## src/rtl/icache_pkg.sv

```systemverilog
// icache_pkg: shared FSM states, AXI constants and address-split widths for the set-associative IFU
package icache_pkg;
  typedef enum logic [2:0] {IDLE, LOOKUP, REQ, REFILL, RESP} state_t;
  localparam logic [2:0] ARSIZE_WORD = 3'b010;
  localparam logic [1:0] ARBURST_INCR = 2'b01;
  localparam logic [1:0] RESP_OKAY = 2'b00;
  function automatic int off_w(input int lw);
    return 2 + $clog2(lw);
  endfunction
  function automatic int idx_w(input int sets);
    return $clog2(sets);
  endfunction
  function automatic int tag_w(input int sets, input int lw);
    return 32 - off_w(lw) - idx_w(sets);
  endfunction
  function automatic int cnt_w(input int n);
    return n > 1 ? $clog2(n) : 1;
  endfunction
endpackage

```

## src/rtl/icache_ifu_sa_if.sv

```systemverilog
// icache_ifu_sa_if: AXI4 read address/data channel bundle between the IFU (master) and memory (slave)
//   ar*: address channel, r*: data channel; ID width set by ID_W
interface icache_ifu_sa_if #(parameter int ID_W = 4);
  logic arready;
  logic arvalid;
  logic [31:0] araddr;
  logic [ID_W-1:0] arid;
  logic [7:0] arlen;
  logic [2:0] arsize;
  logic [1:0] arburst;
  logic rvalid;
  logic [31:0] rdata;
  logic [ID_W-1:0] rid;
  logic rlast;
  logic [1:0] rresp;
  logic rready;
  modport master(
    input arready, rvalid, rdata, rid, rlast, rresp,
    output arvalid, araddr, arid, arlen, arsize, arburst, rready
  );
  modport slave(
    output arready, rvalid, rdata, rid, rlast, rresp,
    input arvalid, araddr, arid, arlen, arsize, arburst, rready
  );
endinterface

```

## src/rtl/icache_array.sv

```systemverilog
// icache_array: tag/valid/data storage with combinational all-way lookup, word write, line install and flash invalidate
//   rd_*: lookup set/tag/word -> hit_way (one-hot), hit, hit_data, set_valid
//   wr_*: single refill word write; line_*: per-way valid/tag update; inv_all: clear every valid bit
module icache_array import icache_pkg::*; #(
  parameter int WAYS = 2,
  parameter int SETS = 16,
  parameter int LINE_WORDS = 4,
  localparam int IW = idx_w(SETS),
  localparam int TW = tag_w(SETS, LINE_WORDS),
  localparam int BW = cnt_w(LINE_WORDS),
  localparam int WB = cnt_w(WAYS)
) (
  input  logic clock,
  input  logic reset,
  input  logic inv_all,
  input  logic [IW-1:0] rd_idx,
  input  logic [TW-1:0] rd_tag,
  input  logic [BW-1:0] rd_word,
  output logic [WAYS-1:0] hit_way,
  output logic hit,
  output logic [31:0] hit_data,
  output logic [WAYS-1:0] set_valid,
  input  logic wr_en,
  input  logic [WB-1:0] wr_way,
  input  logic [IW-1:0] wr_idx,
  input  logic [BW-1:0] wr_word,
  input  logic [31:0] wr_data,
  input  logic line_en,
  input  logic [WB-1:0] line_way,
  input  logic [IW-1:0] line_idx,
  input  logic [TW-1:0] line_tag,
  input  logic line_valid
);
  logic [WAYS-1:0] valid [SETS];
  logic [TW-1:0] tags [SETS][WAYS];
  logic [31:0] data [SETS][WAYS][LINE_WORDS];
  always_ff @(posedge clock) begin
    if (reset) begin
      for (int s = 0; s < SETS; s++) valid[s] <= '0;
    end else if (inv_all) begin
      for (int s = 0; s < SETS; s++) valid[s] <= '0;
    end else if (line_en) begin
      valid[line_idx][line_way] <= line_valid;
    end
  end
  always_ff @(posedge clock) begin
    if (line_en && line_valid) tags[line_idx][line_way] <= line_tag;
    if (wr_en) data[wr_idx][wr_way][wr_word] <= wr_data;
  end
  always_comb begin
    hit_way = '0;
    hit_data = '0;
    for (int w = 0; w < WAYS; w++) begin
      hit_way[w] = valid[rd_idx][w] && (tags[rd_idx][w] == rd_tag);
      hit_data = hit_data | (hit_way[w] ? data[rd_idx][w][rd_word] : 32'h0);
    end
  end
  assign hit = |hit_way;
  assign set_valid = valid[rd_idx];
endmodule

```

## src/rtl/icache_ifu_sa.sv

```systemverilog
// icache_ifu_sa: instruction-fetch unit with N-way set-associative I-cache and AXI4 INCR burst line refill
//   clock/reset: sync active-high reset; if_allow_in/if_next_pc: fetch request; flush: fence.i
//   idu_*: instruction handshake to the decoder; io_master: AXI read master; *_count: performance counters
module icache_ifu_sa import icache_pkg::*; #(
  parameter int WAYS = 2,
  parameter int SETS = 16,
  parameter int LINE_WORDS = 4,
  parameter int ID_W = 4
) (
  input  logic clock,
  input  logic reset,
  input  logic if_allow_in,
  input  logic [31:0] if_next_pc,
  input  logic flush,
  input  logic idu_ready,
  output logic idu_valid,
  output logic [31:0] idu_pc,
  output logic [31:0] idu_inst,
  output logic idu_fault,
  icache_ifu_sa_if.master io_master,
  output logic [31:0] hit_count,
  output logic [31:0] miss_count,
  output logic [31:0] fetch_count
);
  localparam int OFF_W = off_w(LINE_WORDS);
  localparam int IW = idx_w(SETS);
  localparam int TW = tag_w(SETS, LINE_WORDS);
  localparam int BW = cnt_w(LINE_WORDS);
  localparam int WB = cnt_w(WAYS);
  state_t state;
  logic [31:0] saved_pc, line_word, resp_inst;
  logic [ID_W-1:0] cur_id;
  logic [BW-1:0] beat_cnt, word;
  logic [WB-1:0] victim, pick;
  logic [WB-1:0] rr [SETS];
  logic [IW-1:0] idx;
  logic [TW-1:0] tag;
  logic [WAYS-1:0] hit_way, set_valid;
  logic [31:0] hit_data;
  logic err, flush_pend, looked, resp_valid, resp_fault, hit, hit_now, beat, last, err_now, inv;
  assign idx = IW'(saved_pc >> OFF_W);
  assign tag = TW'(saved_pc >> (OFF_W + IW));
  assign word = BW'(saved_pc >> 2) & BW'(LINE_WORDS - 1);
  assign hit_now = (state == LOOKUP) && hit;
  // beats carrying a stale ID are accepted (rready is high) but otherwise dropped
  assign beat = (state == REFILL) && io_master.rvalid && (io_master.rid == cur_id);
  assign last = beat && (io_master.rlast || (beat_cnt == BW'(LINE_WORDS - 1)));
  assign err_now = err || (io_master.rresp != RESP_OKAY);
  assign inv = (state == IDLE) && (flush || flush_pend);
  // lowest-index invalid way wins; a full set falls back to the round-robin pointer
  always_comb begin
    pick = rr[idx];
    for (int w = WAYS - 1; w >= 0; w--) pick = set_valid[w] ? pick : WB'(w);
  end
  icache_array #(.WAYS(WAYS), .SETS(SETS), .LINE_WORDS(LINE_WORDS)) u_array (
    .clock(clock),
    .reset(reset),
    .inv_all(inv),
    .rd_idx(idx),
    .rd_tag(tag),
    .rd_word(word),
    .hit_way(hit_way),
    .hit(hit),
    .hit_data(hit_data),
    .set_valid(set_valid),
    .wr_en(beat),
    .wr_way(victim),
    .wr_idx(idx),
    .wr_word(beat_cnt),
    .wr_data(io_master.rdata),
    // a miss drops the victim's valid bit up front so an errored refill leaves it invalid
    .line_en(((state == LOOKUP) && !hit) || (last && !err_now)),
    .line_way(state == REFILL ? victim : pick),
    .line_idx(idx),
    .line_tag(tag),
    .line_valid(state == REFILL)
  );
  assign idu_valid = hit_now || resp_valid;
  assign idu_inst = hit_now ? hit_data : resp_inst;
  assign idu_fault = resp_fault;
  assign idu_pc = saved_pc;
  assign io_master.arvalid = (state == REQ);
  assign io_master.araddr = {saved_pc[31:OFF_W], OFF_W'(0)};
  assign io_master.arid = cur_id;
  assign io_master.arlen = 8'(LINE_WORDS - 1);
  assign io_master.arsize = ARSIZE_WORD;
  assign io_master.arburst = ARBURST_INCR;
  assign io_master.rready = (state == REFILL);
  always_ff @(posedge clock) begin
    if (reset) begin
      state <= IDLE;
      saved_pc <= '0;
      cur_id <= '0;
      beat_cnt <= '0;
      victim <= '0;
      err <= 1'b0;
      flush_pend <= 1'b0;
      looked <= 1'b0;
      line_word <= '0;
      resp_valid <= 1'b0;
      resp_fault <= 1'b0;
      resp_inst <= '0;
      hit_count <= '0;
      miss_count <= '0;
      fetch_count <= '0;
      for (int s = 0; s < SETS; s++) rr[s] <= '0;
    end else begin
      flush_pend <= (state != IDLE) && (flush || flush_pend);
      if (idu_valid && idu_ready) fetch_count <= fetch_count + 32'd1;
      case (state)
        IDLE: begin
          looked <= 1'b0;
          if (!inv && if_allow_in) begin
            saved_pc <= if_next_pc;
            state <= LOOKUP;
          end
        end
        LOOKUP: begin
          if (hit) begin
            if (!looked) hit_count <= hit_count + 32'd1;
            looked <= 1'b1;
            if (idu_ready) state <= IDLE;
          end else begin
            miss_count <= miss_count + 32'd1;
            cur_id <= cur_id + 1'b1;
            victim <= pick;
            beat_cnt <= '0;
            err <= 1'b0;
            line_word <= '0;
            state <= REQ;
          end
        end
        REQ: state <= io_master.arready ? REFILL : REQ;
        REFILL: begin
          if (beat) begin
            beat_cnt <= beat_cnt + 1'b1;
            err <= err_now;
            if (beat_cnt == word) line_word <= io_master.rdata;
            if (last) begin
              if (!err_now) rr[idx] <= (rr[idx] == WB'(WAYS - 1)) ? '0 : rr[idx] + 1'b1;
              resp_valid <= 1'b1;
              resp_fault <= err_now;
              resp_inst <= err_now ? 32'h0 : (beat_cnt == word ? io_master.rdata : line_word);
              state <= RESP;
            end
          end
        end
        RESP: begin
          if (idu_ready) begin
            resp_valid <= 1'b0;
            resp_fault <= 1'b0;
            resp_inst <= '0;
            err <= 1'b0;
            state <= IDLE;
          end
        end
        default: state <= IDLE;
      endcase
    end
  end
endmodule

```

## src/flat_wrapper.sv

```systemverilog
// flat-port wrapper written by rule: the top's interface ports become plain ports
module icache_ifu_sa_flat import icache_pkg::*;
#(
  parameter int WAYS = 2,
  parameter int SETS = 16,
  parameter int LINE_WORDS = 4,
  parameter int ID_W = 4
)
  (clock, reset, if_allow_in, if_next_pc, flush, idu_ready, idu_valid, idu_pc, idu_inst, idu_fault, hit_count, miss_count, fetch_count, io_master_arready, io_master_rvalid, io_master_rdata, io_master_rid, io_master_rlast, io_master_rresp, io_master_arvalid, io_master_araddr, io_master_arid, io_master_arlen, io_master_arsize, io_master_arburst, io_master_rready);
  icache_ifu_sa_if #(.ID_W(ID_W)) io_master_i ();
  input  logic clock;
  input  logic reset;
  input  logic if_allow_in;
  input  logic [31:0] if_next_pc;
  input  logic flush;
  input  logic idu_ready;
  output logic idu_valid;
  output logic [31:0] idu_pc;
  output logic [31:0] idu_inst;
  output logic idu_fault;
  output logic [31:0] hit_count;
  output logic [31:0] miss_count;
  output logic [31:0] fetch_count;
  input wire logic [$bits(io_master_i.arready)-1:0] io_master_arready;
  input wire logic [$bits(io_master_i.rvalid)-1:0] io_master_rvalid;
  input wire logic [$bits(io_master_i.rdata)-1:0] io_master_rdata;
  input wire logic [$bits(io_master_i.rid)-1:0] io_master_rid;
  input wire logic [$bits(io_master_i.rlast)-1:0] io_master_rlast;
  input wire logic [$bits(io_master_i.rresp)-1:0] io_master_rresp;
  output wire logic [$bits(io_master_i.arvalid)-1:0] io_master_arvalid;
  output wire logic [$bits(io_master_i.araddr)-1:0] io_master_araddr;
  output wire logic [$bits(io_master_i.arid)-1:0] io_master_arid;
  output wire logic [$bits(io_master_i.arlen)-1:0] io_master_arlen;
  output wire logic [$bits(io_master_i.arsize)-1:0] io_master_arsize;
  output wire logic [$bits(io_master_i.arburst)-1:0] io_master_arburst;
  output wire logic [$bits(io_master_i.rready)-1:0] io_master_rready;
  assign io_master_i.arready = io_master_arready;
  assign io_master_i.rvalid = io_master_rvalid;
  assign io_master_i.rdata = io_master_rdata;
  assign io_master_i.rid = io_master_rid;
  assign io_master_i.rlast = io_master_rlast;
  assign io_master_i.rresp = io_master_rresp;
  assign io_master_arvalid = io_master_i.arvalid;
  assign io_master_araddr = io_master_i.araddr;
  assign io_master_arid = io_master_i.arid;
  assign io_master_arlen = io_master_i.arlen;
  assign io_master_arsize = io_master_i.arsize;
  assign io_master_arburst = io_master_i.arburst;
  assign io_master_rready = io_master_i.rready;
  icache_ifu_sa #(.WAYS(WAYS), .SETS(SETS), .LINE_WORDS(LINE_WORDS), .ID_W(ID_W)) u_core (.clock(clock), .reset(reset), .if_allow_in(if_allow_in), .if_next_pc(if_next_pc), .flush(flush), .idu_ready(idu_ready), .idu_valid(idu_valid), .idu_pc(idu_pc), .idu_inst(idu_inst), .idu_fault(idu_fault), .io_master(io_master_i), .hit_count(hit_count), .miss_count(miss_count), .fetch_count(fetch_count));
endmodule
```

## config.mk

```make
export PLATFORM = sky130hd
export DESIGN_NAME = icache_ifu_sa_flat
export DESIGN_NICKNAME = d
export VERILOG_FILES = /design/src/rtl/icache_pkg.sv /design/src/rtl/icache_ifu_sa_if.sv /design/src/rtl/icache_array.sv /design/src/rtl/icache_ifu_sa.sv /design/src/flat_wrapper.sv
export SDC_FILE = /design/constraint.sdc
export NUM_CORES = 2
export LEC_CHECK = 0
export CAP_MARGIN = 30
export CORE_MARGIN = 3
export CORE_UTILIZATION = 55
export CTS_BUF_LIST = sky130_fd_sc_hd__clkbuf_8
export DETAILED_ROUTE_END_ITERATION = 10
export PLACE_DENSITY = 0.71
export SYNTH_ARGS = -nofsm -noshare
export SYNTH_HDL_FRONTEND = slang
export SYNTH_MEMORY_MAX_BITS = 65536
export SYNTH_SLANG_ARGS = --single-unit
```

## constraint.sdc

```tcl
create_clock -name clock -period 14.76 [get_ports clock]
set_clock_uncertainty 0.05 [all_clocks]
set_input_delay 2.214 -clock clock [delete_from_list [all_inputs] [get_ports clock]]
set_output_delay 2.214 -clock clock [all_outputs]
set_load 0.1 [all_outputs]
```

==> key figures <==
Finish
  – Nets@finish: 9964
  – Fillers: 23560
  – Final core utilization: 62.73%
  – Ratio of cells with drive above 1 in the final layout: 29.59%
  – Area Growth Syn to Fin: 13.03%

Route
  – DR WL/cell: 34.87 microns
  – Iter 0 DRT Violations: 14960
  – Routed Antenna Nets: 0
  – Drt drc: 4
  – 1st-pass router iterations: 9
  – Final wirelength: 532.6 mm
  – Via count: 100600
  – Vias per cell: 6.584

Synthesis
  – Flops & latches, synth: 5123
  – Ys Warns: 0
  – Netlist cell types: 73
  – Mapped Cells: 8999
  – Post-synth top area share: 74.38%
  – Asr flop ratio synth: 0%
  – Ranking of synthesized cells by area: edfxtp_1, mux4_2, dfxtp_1
  – Largest area contributor in the netlist: edfxtp_1
  – Seq/Total Area, Yosys: 76.51%
  – Most used DFF post-synth: edfxtp_1
  – Post-synthesis average cell area: 22.04 sq um
  – Synth Cell Area: 0.1983 sq mm
  – Number of synthesized flops with an enable pin: 4912

GRT
  – Initial antenna violation count: 30
  – Vias in the first global route: 100400
  – Global Route Usage Sum: 29.00%
  – Largest net degree at the start of global routing: 136
  – First-pass GRT wire length: 749.6 mm
  – Grt ovf: 0

Floorplan
  – Die width: 606.5 microns
  – # IOs: 291
  – Starting density of the core: 55.50%
  – Die Area: 0.3678 sq mm
  – Core Area: 0.3573 sq mm
  – Row cnt: 219
  – Die height: 606.5 microns

Status
  – Status: finished with violations
  – Failing checks: design-rule violations

Power and ir drop
  – P_leak: 69.47 nW
  – Worst vdd ir: 0.08671 mV
  – Cell Pwr Density: 136.2 mW/mm^2
  – Seq pwr share: 52.7%
  – Power share of the clock group: 35.6%
  – NetSw: 7.784 mW
  – Comb pwr share: 11.8%
  – Pint: 22.75 mW
  – Switching Fraction: 25.49%

Clock network
  – H-tree depth: 6
  – CTS tree: done
  – Max Root-Sink Buffers: 4
  – Root buffer cell: clkbuf_8
  – Clock sink total: 5123
  – CTS buffer count: 784
  – Clock Latency Late Sink: 1310 ps
  – Post-CTS Setup Bufs: 0
  – Clock transition at path regs: 60 ps
  – Cts hold-fix bufs: 0
  – Post_cts resized: 0

Setup path
  – Critical path endpoint: idu_inst[14]
  – WP data arrival: 9890 ps
  – CP endpoint kind: primary output
  – Critical Path Source Type: register
  – Critical path class: reg -> out
  – R2R Path End: u_core.fetch_count[31]
  – Req. time, crit path: 12500 ps
  – Maximum fanout along the worst path: 64
  – Flop2flop setup slack: 7320 ps
  – Depth of the most critical reg-to-reg path: 14

STA
  – Slew HR: 19.87%
  – Worst Max-Slew Pin Slew: 1202 ps
  – RSZ-0062 raised after global routing: no
  – TNS Setup: 0 ps
  – Fmax achieved: 82.26 MHz
  – Final number of setup-violating endpoints: 0
  – Max Transition Viols Final: 0
  – Final Hold Fails: 0
  – Final Critical Period: 12160 ps
  – Period Utilization, post-route: 82.36%

Min path
  – Hold Path Class: reg -> reg
  – HP Start: u_core.idu_pc[0]

Placed design
  – Hpwl dp: 307.8 mm
  – Port Buf Inserts: 273
  – Final Wtd Congestion: 1.010

Job
  – Max_cap viols: 0
## how the worst min path moves through the flow
| stage | endpoint | slack [ps] | cells past startpoint |
|---|---|---|---|
| 6_report | u_core.idu_pc[0] | 410 | 2 |
| 2_1_floorplan | u_core.line_word[0] | 390 | 2 |
| 5_1_grt | u_core.line_word[3] | 440 | 2 |
| 3_3_place_gp | u_core.idu_pc[1] | 390 | 2 |
| 3_5_place_dp | u_core.line_word[20] | 410 | 2 |
| 4_1_cts | u_core.idu_pc[0] | 410 | 2 |
## state kept, by name (all words and copies together), names as in the netlist, 2 cells and up, named ones only
register and flops:
u_core.line_word 32, u_core.beat_cnt 2, u_core.u_array.tags 768, u_core.rr 16, u_core.state 3, u_core.miss_count 32
u_core.io_master.arid 4, u_core.hit_count 32, u_core.idu_pc 32, u_core.resp_inst 32, u_core.fetch_count 32, u_core.u_array.valid 32
u_core.u_array.data 4096
## through the flow
step,total power [mW],instances,hold slack (ps),area (sq um),worst slack (ps)
2_1_floorplan,18.55,9014,391.1,198400,5789
3_3_place_gp,19.87,13780,394.4,208200,4068
3_5_place_dp,19.94,13830,405.6,209400,4033
4_1_cts,30.65,15240,413.7,223700,2636
5_1_grt,31.47,15260,438.8,224100,2447
6_report,30.54,15270,407.9,224100,2603
## worst max-delay path, cell delays in order (launching register included)
cell             delay (ps)
dfxtp_4                 920
buf_4                   700
nor2b_1                 460
a22oi_1                 180
a21o_1                  210
a2111oi_0               990
o22ai_1                 200
or3_1                   470
or3_4                   550
buf_4                   410
nor2_2                  960
a22o_1                  300
a2111oi_0                70
a21oi_1                 760
clkdlybuf4s50_1        1300
## cell families (layout without fill, tap and decap cells)
kind of cell    Yosys count  count (layout)  synth area share, %
compound gates          501             501                1.774
xor+xnor                131             131               0.5786
fa+ha+maj                 8               8              0.05048
buf+inv                 712            2202                1.582
flops                  5123            5123                76.51
mux                    1646            1646                17.50
other cells               2              36             0.003787
simple gates            876             876                2.007
## Yosys cell counts (15+ instances only)
cell type and count:
nor4_1 15, nor2b_1 22, a21oi_1 116, nand2b_1 21
nor2_1 363, clkbuf_1 303, and3_1 47, inv_1 141
or3_1 26, nand3_1 94, buf_1 54, o2111ai_1 25
xnor2_1 61, nor3_1 27, xor2_1 70, buf_4 63
o21ai_0 73, nand4_1 25, mux2_2 52, buf_2 141
nand2_1 198, edfxtp_1 4912, a22oi_1 52, a222oi_1 24
o21a_1 18, dfxtp_1 211, mux4_2 1451, o21bai_1 18
o22ai_1 25, mux2i_1 143, o221ai_1 50
## layout make-up
class                      instances  area [sq um]  area share, %
sequential                      5123        151700          67.70
multi-input combinational       3179         44840          20.00
clock buffer                     804         11070          4.937
timing repair buffer             646          6686          2.983
tap                             4751          5944          2.652
clock inverter                   608          3269          1.459
inverter                         144         548.0         0.2445
antenna                           19         47.55        0.02121
## metal layers
metal  routed length, microns  vias up  GRT usage (%)
met3                    62910     1088          7.826
li1                         -    39580              -
met5                      138        -              0
met1                   190800    53230          39.27
met2                   251100     6649          44.72
met4                    27700       18          13.11
## cell usage in the layout, fill, tap and decap left out, types with 33 or more instances in the layout
master,instances
edfxtp_1,4912
mux4_2,1451
clkbuf_8,805
inv_1,381
buf_4,331
clkdlybuf4s50_1,236
clkinv_1,205
dfxtp_1,201
nor2_1,199
nand2_1,189
nor2_4,157
mux2i_1,143
a21oi_1,115
clkinv_2,93
nand3_1,82
o21ai_0,73
xor2_1,69
xnor2_1,61
mux2_2,52
a22oi_1,52
o221ai_1,50
and3_1,46
buf_16,41
buf_12,33
## power groups by stage
stage	Combinational [mW]	Sequential [mW]	Clock (mW)
detailed placement	3.55	16.4	0
CTS	3.55	16.1	11.0
floorplan	2.05	16.5	0
finish	3.60	16.1	10.9
global route	3.73	16.1	11.7
global placement	3.48	16.4	0
(Power assumes the default switching activity.)
